[src/rtl/spi_pkg.sv]
// spi_pkg: shared state encoding and header codes for the SPI packet decoder
package spi_pkg;
  typedef enum logic [1:0] {IDLE, XBYTES, YBYTES} state_e;
  localparam logic [2:0] HDR_CONF  = 3'b111;
  localparam logic [2:0] HDR_POINT = 3'b110;
endpackage

[src/rtl/spi_watchdog.sv]
// spi_watchdog: inter-byte idle counter that pulses expire after TIMEOUT_CYCLES uncleared clocks
// Ports: clk, reset (sync, active-high), clear (restart count), expire (combinational pulse).
// Only built when SPI_DECODE_TIMEOUT_EN is defined.
`ifdef SPI_DECODE_TIMEOUT_EN
module spi_watchdog #(
  parameter int TIMEOUT_CYCLES = 4096
) (
  input  logic clk,
  input  logic reset,
  input  logic clear,
  output logic expire
);
  localparam int CW = $clog2(TIMEOUT_CYCLES + 1);
  logic [CW-1:0] cnt_q, cnt_d;
  always_comb begin
    expire = !clear && cnt_q == CW'(TIMEOUT_CYCLES - 1);
    cnt_d  = (clear || expire) ? '0 : cnt_q + CW'(1);
  end
  always_ff @(posedge clk)
    if (reset) cnt_q <= '0;
    else cnt_q <= cnt_d;
endmodule
`endif

[src/rtl/spi_packet_decoder.sv]
// spi_packet_decoder: turns SPI command bytes into brush/colour updates and atomic X/Y point packets
// Ports: clk, reset (sync, active-high), byteValid/spiByte (input byte strobe),
//   brush/color (config), x/y (last committed point), confValid/pointValid/error (1-cycle pulses),
//   busy (point packet in progress). Define SPI_DECODE_TIMEOUT_EN for the mid-packet watchdog.
module spi_packet_decoder
  import spi_pkg::*;
#(
  parameter int COORD_W        = 8,
  parameter int COLOR_W        = 3,
  parameter int TIMEOUT_CYCLES = 4096
) (
  input  logic               clk,
  input  logic               reset,
  input  logic               byteValid,
  input  logic [7:0]         spiByte,
  output logic               brush,
  output logic [COLOR_W-1:0] color,
  output logic [COORD_W-1:0] x,
  output logic [COORD_W-1:0] y,
  output logic               confValid,
  output logic               pointValid,
  output logic               error,
  output logic               busy
);
  localparam int NB = (COORD_W + 7) / 8;
  localparam int CW = $clog2(NB + 1);
  localparam int AW = NB * 8;
  state_e             state_q, state_d;
  logic [CW-1:0]      cnt_q, cnt_d;
  logic [AW-1:0]      xacc_q, xacc_d, yacc_q, yacc_d;
  logic               brush_q, brush_d, conf_q, conf_d, point_q, point_d, err_q, err_d;
  logic [COLOR_W-1:0] color_q, color_d;
  logic [COORD_W-1:0] x_q, x_d, y_q, y_d;
  logic               last, expire;
`ifdef SPI_DECODE_TIMEOUT_EN
  spi_watchdog #(.TIMEOUT_CYCLES(TIMEOUT_CYCLES)) u_watchdog (
    .clk   (clk),
    .reset (reset),
    .clear (byteValid || state_q == IDLE),
    .expire(expire)
  );
`else
  localparam int unused_timeout = TIMEOUT_CYCLES;
  assign expire = 1'b0;
`endif
  assign last = cnt_q == CW'(NB - 1);
  always_comb begin
    state_d = state_q;
    cnt_d   = cnt_q;
    xacc_d  = xacc_q;
    yacc_d  = yacc_q;
    brush_d = brush_q;
    color_d = color_q;
    x_d     = x_q;
    y_d     = y_q;
    conf_d  = 1'b0;
    point_d = 1'b0;
    err_d   = 1'b0;
    if (byteValid) begin
      if (state_q == IDLE) begin
        if (spiByte[7:5] == HDR_CONF) begin
          brush_d = spiByte[4];
          color_d = spiByte[COLOR_W-1:0];
          conf_d  = 1'b1;
        end else if (spiByte[7:5] == HDR_POINT) begin
          cnt_d   = '0;
          xacc_d  = '0;
          yacc_d  = '0;
          state_d = XBYTES;
        end else err_d = 1'b1;
      end else if (state_q == XBYTES) begin
        // Shift MSB-first; payload bytes are never treated as headers.
        xacc_d  = (xacc_q << 8) | AW'(spiByte);
        cnt_d   = last ? '0 : cnt_q + CW'(1);
        state_d = last ? YBYTES : XBYTES;
      end else begin
        yacc_d  = (yacc_q << 8) | AW'(spiByte);
        cnt_d   = last ? '0 : cnt_q + CW'(1);
        state_d = last ? IDLE : YBYTES;
        // Both coordinates commit on the same edge so x/y never show a half packet.
        if (last) begin
          x_d     = xacc_q[COORD_W-1:0];
          y_d     = yacc_d[COORD_W-1:0];
          point_d = 1'b1;
        end
      end
    end else if (expire) begin
      err_d   = 1'b1;
      state_d = IDLE;
      cnt_d   = '0;
      xacc_d  = '0;
      yacc_d  = '0;
    end
  end
  always_ff @(posedge clk)
    if (reset) begin
      state_q <= IDLE;
      cnt_q   <= '0;
      xacc_q  <= '0;
      yacc_q  <= '0;
      brush_q <= 1'b0;
      color_q <= '0;
      x_q     <= '0;
      y_q     <= '0;
      conf_q  <= 1'b0;
      point_q <= 1'b0;
      err_q   <= 1'b0;
    end else begin
      state_q <= state_d;
      cnt_q   <= cnt_d;
      xacc_q  <= xacc_d;
      yacc_q  <= yacc_d;
      brush_q <= brush_d;
      color_q <= color_d;
      x_q     <= x_d;
      y_q     <= y_d;
      conf_q  <= conf_d;
      point_q <= point_d;
      err_q   <= err_d;
    end
  assign brush      = brush_q;
  assign color      = color_q;
  assign x          = x_q;
  assign y          = y_q;
  assign confValid  = conf_q;
  assign pointValid = point_q;
  assign error      = err_q;
  assign busy       = state_q != IDLE;
endmodule
[config.mk]
export PLATFORM = sky130hd
export DESIGN_NAME = spi_packet_decoder
export DESIGN_NICKNAME = d
export VERILOG_FILES = /design/src/rtl/spi_pkg.sv /design/src/rtl/spi_watchdog.sv /design/src/rtl/spi_packet_decoder.sv
export SDC_FILE = /design/constraint.sdc
export NUM_CORES = 1
export LEC_CHECK = 0
export ABC_AREA = 1
export ABC_CLOCK_PERIOD_IN_PS = 1450
export CORE_AREA = 5 5 58 60
export DETAILED_ROUTE_END_ITERATION = 6
export DIE_AREA = 0 0 63 65
export GPL_TIMING_DRIVEN = 1
export PLACE_DENSITY_LB_ADDON = 0.05
export SYNTH_ARGS = -nofsm -noshare
export SYNTH_HDL_FRONTEND = slang
export SYNTH_SLANG_ARGS = --single-unit
export TNS_END_PERCENT = 10
[constraint.sdc]
create_clock -name clk -period 1.45 [get_ports clk]
set_clock_uncertainty 0.15 [all_clocks]
set_input_delay 0.3625 -clock clk [delete_from_list [all_inputs] [get_ports clk]]
set_output_delay 0.3625 -clock clk [all_outputs]
set_load 0.03 [all_outputs]
==> results.py, run 1 <==
metrics = {
    "floorplan": {
        "pin_count": 35,
        "die_h_um": 65,
        "fp.dieW_um": 63,
        "die_area_um2": 4100,
        "start_util": 0.413,
        "rows": 20,
        "core_area_um2": 2880,
    },
    "placement": {
        "gp_congestion": 0.731,
        "dpl.cell_count": 221,
        "io_buffer_count": 34,
        "place_ws_ps": -314,
        "hpwl_um": 2020,
    },
    "pwr": {
        "power_switching_mw": 0.365,
        "power.internal_mw": 1.21,
        "comb_power_share": 0.091,
        "power_density_nw_per_um2": 963,
        "power_frac_seq": 0.585,
        "swShare": 0.231,
        "p_clk_frac": 0.324,
        "peakVddDrop_mv": 0.572,
        "p_leak_nw": 0.790,
        "power_mw": 1.58,
    },
    "detailed_routing": {
        "wire_per_inst_um": 11.9,
        "wl_met1_um": 1230,
        "wl_met3_um": 151,
        "avgViaCountPerCell": 4.71,
        "via_count": 1087,
        "drc": 0,
        "ant_nets": 0,
        "wirelength_um": 2750,
        "wl_met2_um": 1320,
        "drtIter0Drc": 47,
        "dr.pass1.iters": 4,
        "dr.max_layer_used": "met4",
    },
    "synthesis": {
        "syn_area_um2": 1190,
        "yosys_warnings": 0,
        "synth_seq_cells": 33,
        "synth_cell_types": 18,
        "yosysSeqAreaShare": 0.556,
        "synth_fp_nets": 160,
        "synth_cells": 149,
        "synth.avg_cell_area_um2": 7.97,
    },
    "layout": {
        "layout-drive-gt1-share": 0.293,
        "multi_input_area_um2": 460,
        "fin_nets": 209,
        "mostFrequentLayoutCell": "nand2_1",
        "layout.cells.non_filler": 231,
        "num-fill-cells": 271,
        "diodes": 0,
        "synthToLayoutAreaGrowth_pct": 37.8,
        "postLayoutCoreUtil": 0.569,
        "layout_common_cells": "nand2_1 (49), buf_4 (36), dfxtp_1 (31)",
        "seq_area_um2": 666,
    },
    "worst_setup_path": {
        "cpMaxStageDelayCell": "dfxtp_4",
        "slowest_delay_ps": 360,
        "worstPathRequired_ps": 940,
        "worstSetupPathType": "register to output pin",
        "critical_path_peak_fanout": 2,
        "crit_arrival_ps": 930,
        "start_kind": "register",
        "crit_family": "flip-flops",
        "path_cells": "inv_2, nand2_2, buf_6",
        "cp_num_buf_inv": 2,
        "end_kind": "output pin",
    },
    "global_routing": {
        "grt_pass1_vias": 1145,
        "globalRouteTotalUtil": 0.152,
        "grt_max_degree": 17,
        "grt_first_pass_wirelength_um": 5020,
        "antenna_found_initial": 0,
        "grt-ovfl-total": 0,
    },
    "clock_network": {
        "cts_max_path_buffers": 2,
        "cts_buffers": 5,
        "clock_latency_ps": 320,
        "clk_pin_slew_ps": 90,
        "cts-root-buf": "clkbuf_4",
        "cts_tree": "yes",
        "htreeDepth": 2,
        "cts_sinks": 33,
    },
    "timing": {
        "slew_headroom": 0.805,
        "fin_ws_ps": 11.2,
        "worstMarginPinSlew_ps": 293,
        "setup_tns_ps": 0,
        "fin_crit_ps": 1440,
        "max_freq_ghz": 0.695,
        "slew_violations": 0,
        "final.period_utilization": 0.992,
        "rsz0062_at_grt": "yes",
        "finalSetupViolations": 0,
        "final_hold_viol_count": 0,
    },
    "flow_run": {
        "cap_violations": 0,
    },
    "run_status": {
        "status": "finished, final reports clean",
    },
    "worst_hold_path": {
        "hp-class": "register to register",
    },
}
-- routing by layer --
metal	vias to the layer above	track usage
met1	477	0.181
met4	0	0.0690
met3	7	0.0451
met2	30	0.250
met5	-	0
li1	573	-
-- repair_timing --
action | 4_1_cts | 5_1_grt
endpoints found under the setup margin | 1 | 12
buffers inserted | 3 | 0
endpoints found under the hold margin | 0 | 0
hold buffers | 0 | 0
gates resized for setup | 5 | 4
pin swaps | 1 | 2
-- Yosys cell counts (all sizes together) --
master  number  area (um2)
dfxtp       33         661
nand2       54         210
o21ai        5        25.0
inv          8        30.0
nor2        14        62.6
a21oi        9        45.0
and3         1        6.26
nand3       18        95.1
nor3         1        5.00
and2         1        6.26
buf          5        41.3
-- worst min-delay path, stage by stage, from the launching register on --
cell	delay [ps]
dfxtp_1	320
nand2_1	60
nand2_1	40
-- registers in the layout (all words and copies together), names as in the netlist --
register	flops
color	3
brush	1
xacc_q	8
confValid	1
error	1
y	8
pointValid	1
x	8
state_q	2
-- stage by stage --
step           hold WS [ps]  area, um2
2_1_floorplan           269       1190
3_3_place_gp            285       1540
3_5_place_dp            286       1540
4_1_cts                 307       1630
5_1_grt                 303       1640
6_report                302       1640
-- final cells by class --
type	instances	share of cell area
Clock buffer	7	0.0336
Inverter	8	0.0183
Sequential cell	33	0.407
Timing Repair Buffer	47	0.235
Tap cell	33	0.0252
Multi-Input combinational cell	103	0.281
-- kinds of logic after synthesis --
kind of cell,after synthesis,share of synthesized area
buffers and inverters,13,0.0600
AOI/OAI and AO/OA,14,0.0590
DFF,33,0.556
and+or+nand+nor,89,0.325
-- power groups by stage --
stage / sequential, mW / clock [mW] / combinational (mW)
global placement: 0.944 / 0 / 0.136
detailed placement: 0.944 / 0 / 0.137
CTS: 0.921 / 0.535 / 0.143
floorplan: 0.959 / 0 / 0.0471
finish: 0.921 / 0.511 / 0.144
global route: 0.923 / 0.572 / 0.156
-- worst paths after layout --
check,from,endpoint,slack (ps),cells after the start
worst max register to register,state_q[1],color[1],190,7
worst min-delay path,xacc_q[5],x[5],300,2
worst min register to register,xacc_q[5],x[5],300,2
worst max-delay path,state_q[1],busy,10,3
No activity file was read; power rests on OpenSTA's default activity.
==> inputs of run 2 (changes only) <==
--- a/config.mk
+++ b/config.mk
@@ -7,10 +7,10 @@
 export LEC_CHECK = 0
 export ABC_AREA = 1
 export ABC_CLOCK_PERIOD_IN_PS = 1450
+export CAP_MARGIN = 5
 export CORE_AREA = 5 5 58 60
 export DETAILED_ROUTE_END_ITERATION = 6
 export DIE_AREA = 0 0 63 65
-export GPL_TIMING_DRIVEN = 1
 export PLACE_DENSITY_LB_ADDON = 0.05
 export SYNTH_ARGS = -nofsm -noshare
 export SYNTH_HDL_FRONTEND = slang
==> results of run 2 <==
The final DEF is identical to that of run 1; final timing and power are the same.
==> inputs of run 3 (changes only) <==
--- a/config.mk
+++ b/config.mk
@@ -9,6 +9,7 @@
 export ABC_CLOCK_PERIOD_IN_PS = 1450
 export CAP_MARGIN = 5
 export CORE_AREA = 5 5 58 60
+export CTS_BUF_LIST = sky130_fd_sc_hd__clkbuf_4
 export DETAILED_ROUTE_END_ITERATION = 6
 export DIE_AREA = 0 0 63 65
 export PLACE_DENSITY_LB_ADDON = 0.05
==> results.py, run 3 (synthesis results as in run 1) <==
metrics = {
    "run_status": {
        "status": "finished, final reports clean",
    },
    "layout": {
        "layout-drive-gt1-share": 0.288,
        "diodes": 0,
        "fin_nets": 209,
        "layout.cells.non_filler": 231,
        "design_area_um2": 1630,
        "postLayoutCoreUtil": 0.566,
        "layout_common_cells": "nand2_1 (50), buf_4 (36), dfxtp_1 (31)",
        "mostFrequentLayoutCell": "nand2_1",
        "synthToLayoutAreaGrowth_pct": 37.1,
    },
    "detailed_routing": {
        "ant_nets": 0,
        "via_count": 1086,
        "avgViaCountPerCell": 4.70,
        "wire_per_inst_um": 12.2,
        "dr.pass1.iters": 4,
        "wirelength_um": 2820,
        "drc": 0,
        "drtIter0Drc": 41,
    },
    "global_routing": {
        "grt_pass1_vias": 1160,
        "globalRouteTotalUtil": 0.156,
        "grt_max_degree": 17,
        "grt_first_pass_wirelength_um": 5100,
        "antenna_found_initial": 0,
        "grt-ovfl-total": 0,
    },
    "pwr": {
        "p_leak_nw": 0.789,
        "comb_power_share": 0.093,
        "power_switching_mw": 0.372,
        "peakVddDrop_mv": 0.589,
        "power_density_nw_per_um2": 951,
        "power.internal_mw": 1.18,
        "p_clk_frac": 0.312,
        "power_frac_seq": 0.595,
        "swShare": 0.240,
    },
    "worst_setup_path": {
        "r2r-end": "color[1]",
        "crit_arrival_ps": 930,
        "worstPathRequired_ps": 940,
        "cpMaxStageDelayCell": "dfxtp_4",
        "slowest_delay_ps": 360,
        "worstSetupPathType": "register to output pin",
        "r2r_slack_ps": 180,
        "reg2reg_from": "state_q[1]",
        "start_kind": "register",
        "critical_path_peak_fanout": 2,
        "end_kind": "output pin",
        "rr_worst_depth": 7,
        "path_cells": "inv_2, nand2_2, buf_6",
    },
    "timing": {
        "final_hold_viol_count": 0,
        "max_freq_ghz": 0.691,
        "fin_ws_ps": 3.45,
        "slew_violations": 0,
        "worstMarginPinSlew_ps": 297,
        "fin_crit_ps": 1450,
        "setup_tns_ps": 0,
        "rsz0062_at_grt": "yes",
        "slew_headroom": 0.802,
        "final.period_utilization": 0.998,
        "finalSetupViolations": 0,
    },
    "placement": {
        "place_ws_ps": -314,
        "io_buffer_count": 34,
        "place_area_um2": 1540,
        "dpl.cell_count": 221,
        "hpwl_um": 2020,
        "gp_congestion": 0.731,
    },
    "clock_network": {
        "htreeDepth": 2,
        "cts_tree": "yes",
        "cts_max_path_buffers": 2,
        "cts-root-buf": "clkbuf_4",
        "clock_latency_ps": 330,
        "cts_buffers": 5,
        "ctsHoldBuffers": 0,
        "cts_sinks": 33,
        "clk_pin_slew_ps": 100,
    },
    "floorplan": {
        "die_area_um2": 4100,
        "rows": 20,
        "pin_count": 35,
        "core_area_um2": 2880,
        "fp.dieW_um": 63,
        "start_util": 0.413,
        "die_h_um": 65,
    },
    "worst_hold_path": {
        "hp-class": "input port to register",
        "hold-path-cell-count": 3,
        "hold_start": "byteValid",
        "holdPathEnd": "y[5]",
    },
    "flow_run": {
        "cap_violations": 0,
    },
}
## run 3: cell types whose count changed in the layout (fill, tap and decap cells not counted), sizes merged
cell    delta
clkbuf     -1
clkinv     +1
## run 3: how the worst max path moves through the flow
stage / slack (ps) / startpoint / end
floorplan: 210 / state_q[1] / brush
global placement: -300 / byteValid / color[0]
detailed placement: -310 / byteValid / xacc_q[0]
CTS: -6 / state_q[1] / busy
global route: -40 / state_q[1] / busy
finish: 3 / state_q[1] / busy
## run 3: metal layers
metal  vias up  wire length [um]  global-route usage
li1        571                 -                   -
met1       480              1230               0.182
met2        31              1390               0.254
met3         4               165              0.0659
met4         0                36              0.0584
met5         -                 0                   0
## run 3: power groups by stage
| stage | Combinational, mW | Sequential, mW | Clock (mW) |
|---|---|---|---|
| floorplan | 0.0471 | 0.959 | 0 |
| global route | 0.156 | 0.923 | 0.549 |
| global placement | 0.136 | 0.944 | 0 |
| detailed placement | 0.137 | 0.944 | 0 |
| CTS | 0.143 | 0.921 | 0.503 |
| finish | 0.144 | 0.921 | 0.484 |
## run 3: timing repair
action,in CTS,in global routing
resized for setup,5,3
pin swaps,1,1
setup endpoints to repair,1,12
buffers inserted,3,0
cloned,0,0
## run 3: metrics by stage
stage,hold WS [ps],total power [mW]
6_report,296,1.55
2_1_floorplan,269,1.01
3_5_place_dp,286,1.08
5_1_grt,282,1.63
4_1_cts,307,1.57
3_3_place_gp,285,1.08
## run 3: final cells by class
class | instances | area [um2]
Multi-Input combinational cell | 103 | 458
Clock inverter | 1 | 3.75
Sequential cell | 33 | 666
Clock buffer | 6 | 45.0
Timing Repair Buffer | 47 | 384
Tap cell | 33 | 41.3
Fill cell | 272 | 1250
Inverter | 8 | 30.0
## run 3: worst max-delay path, delay by kind of cell (launching register included)
kind,cells,cell delay [ps]
flops,1,360
simple gates,1,50
buf+inv,2,190
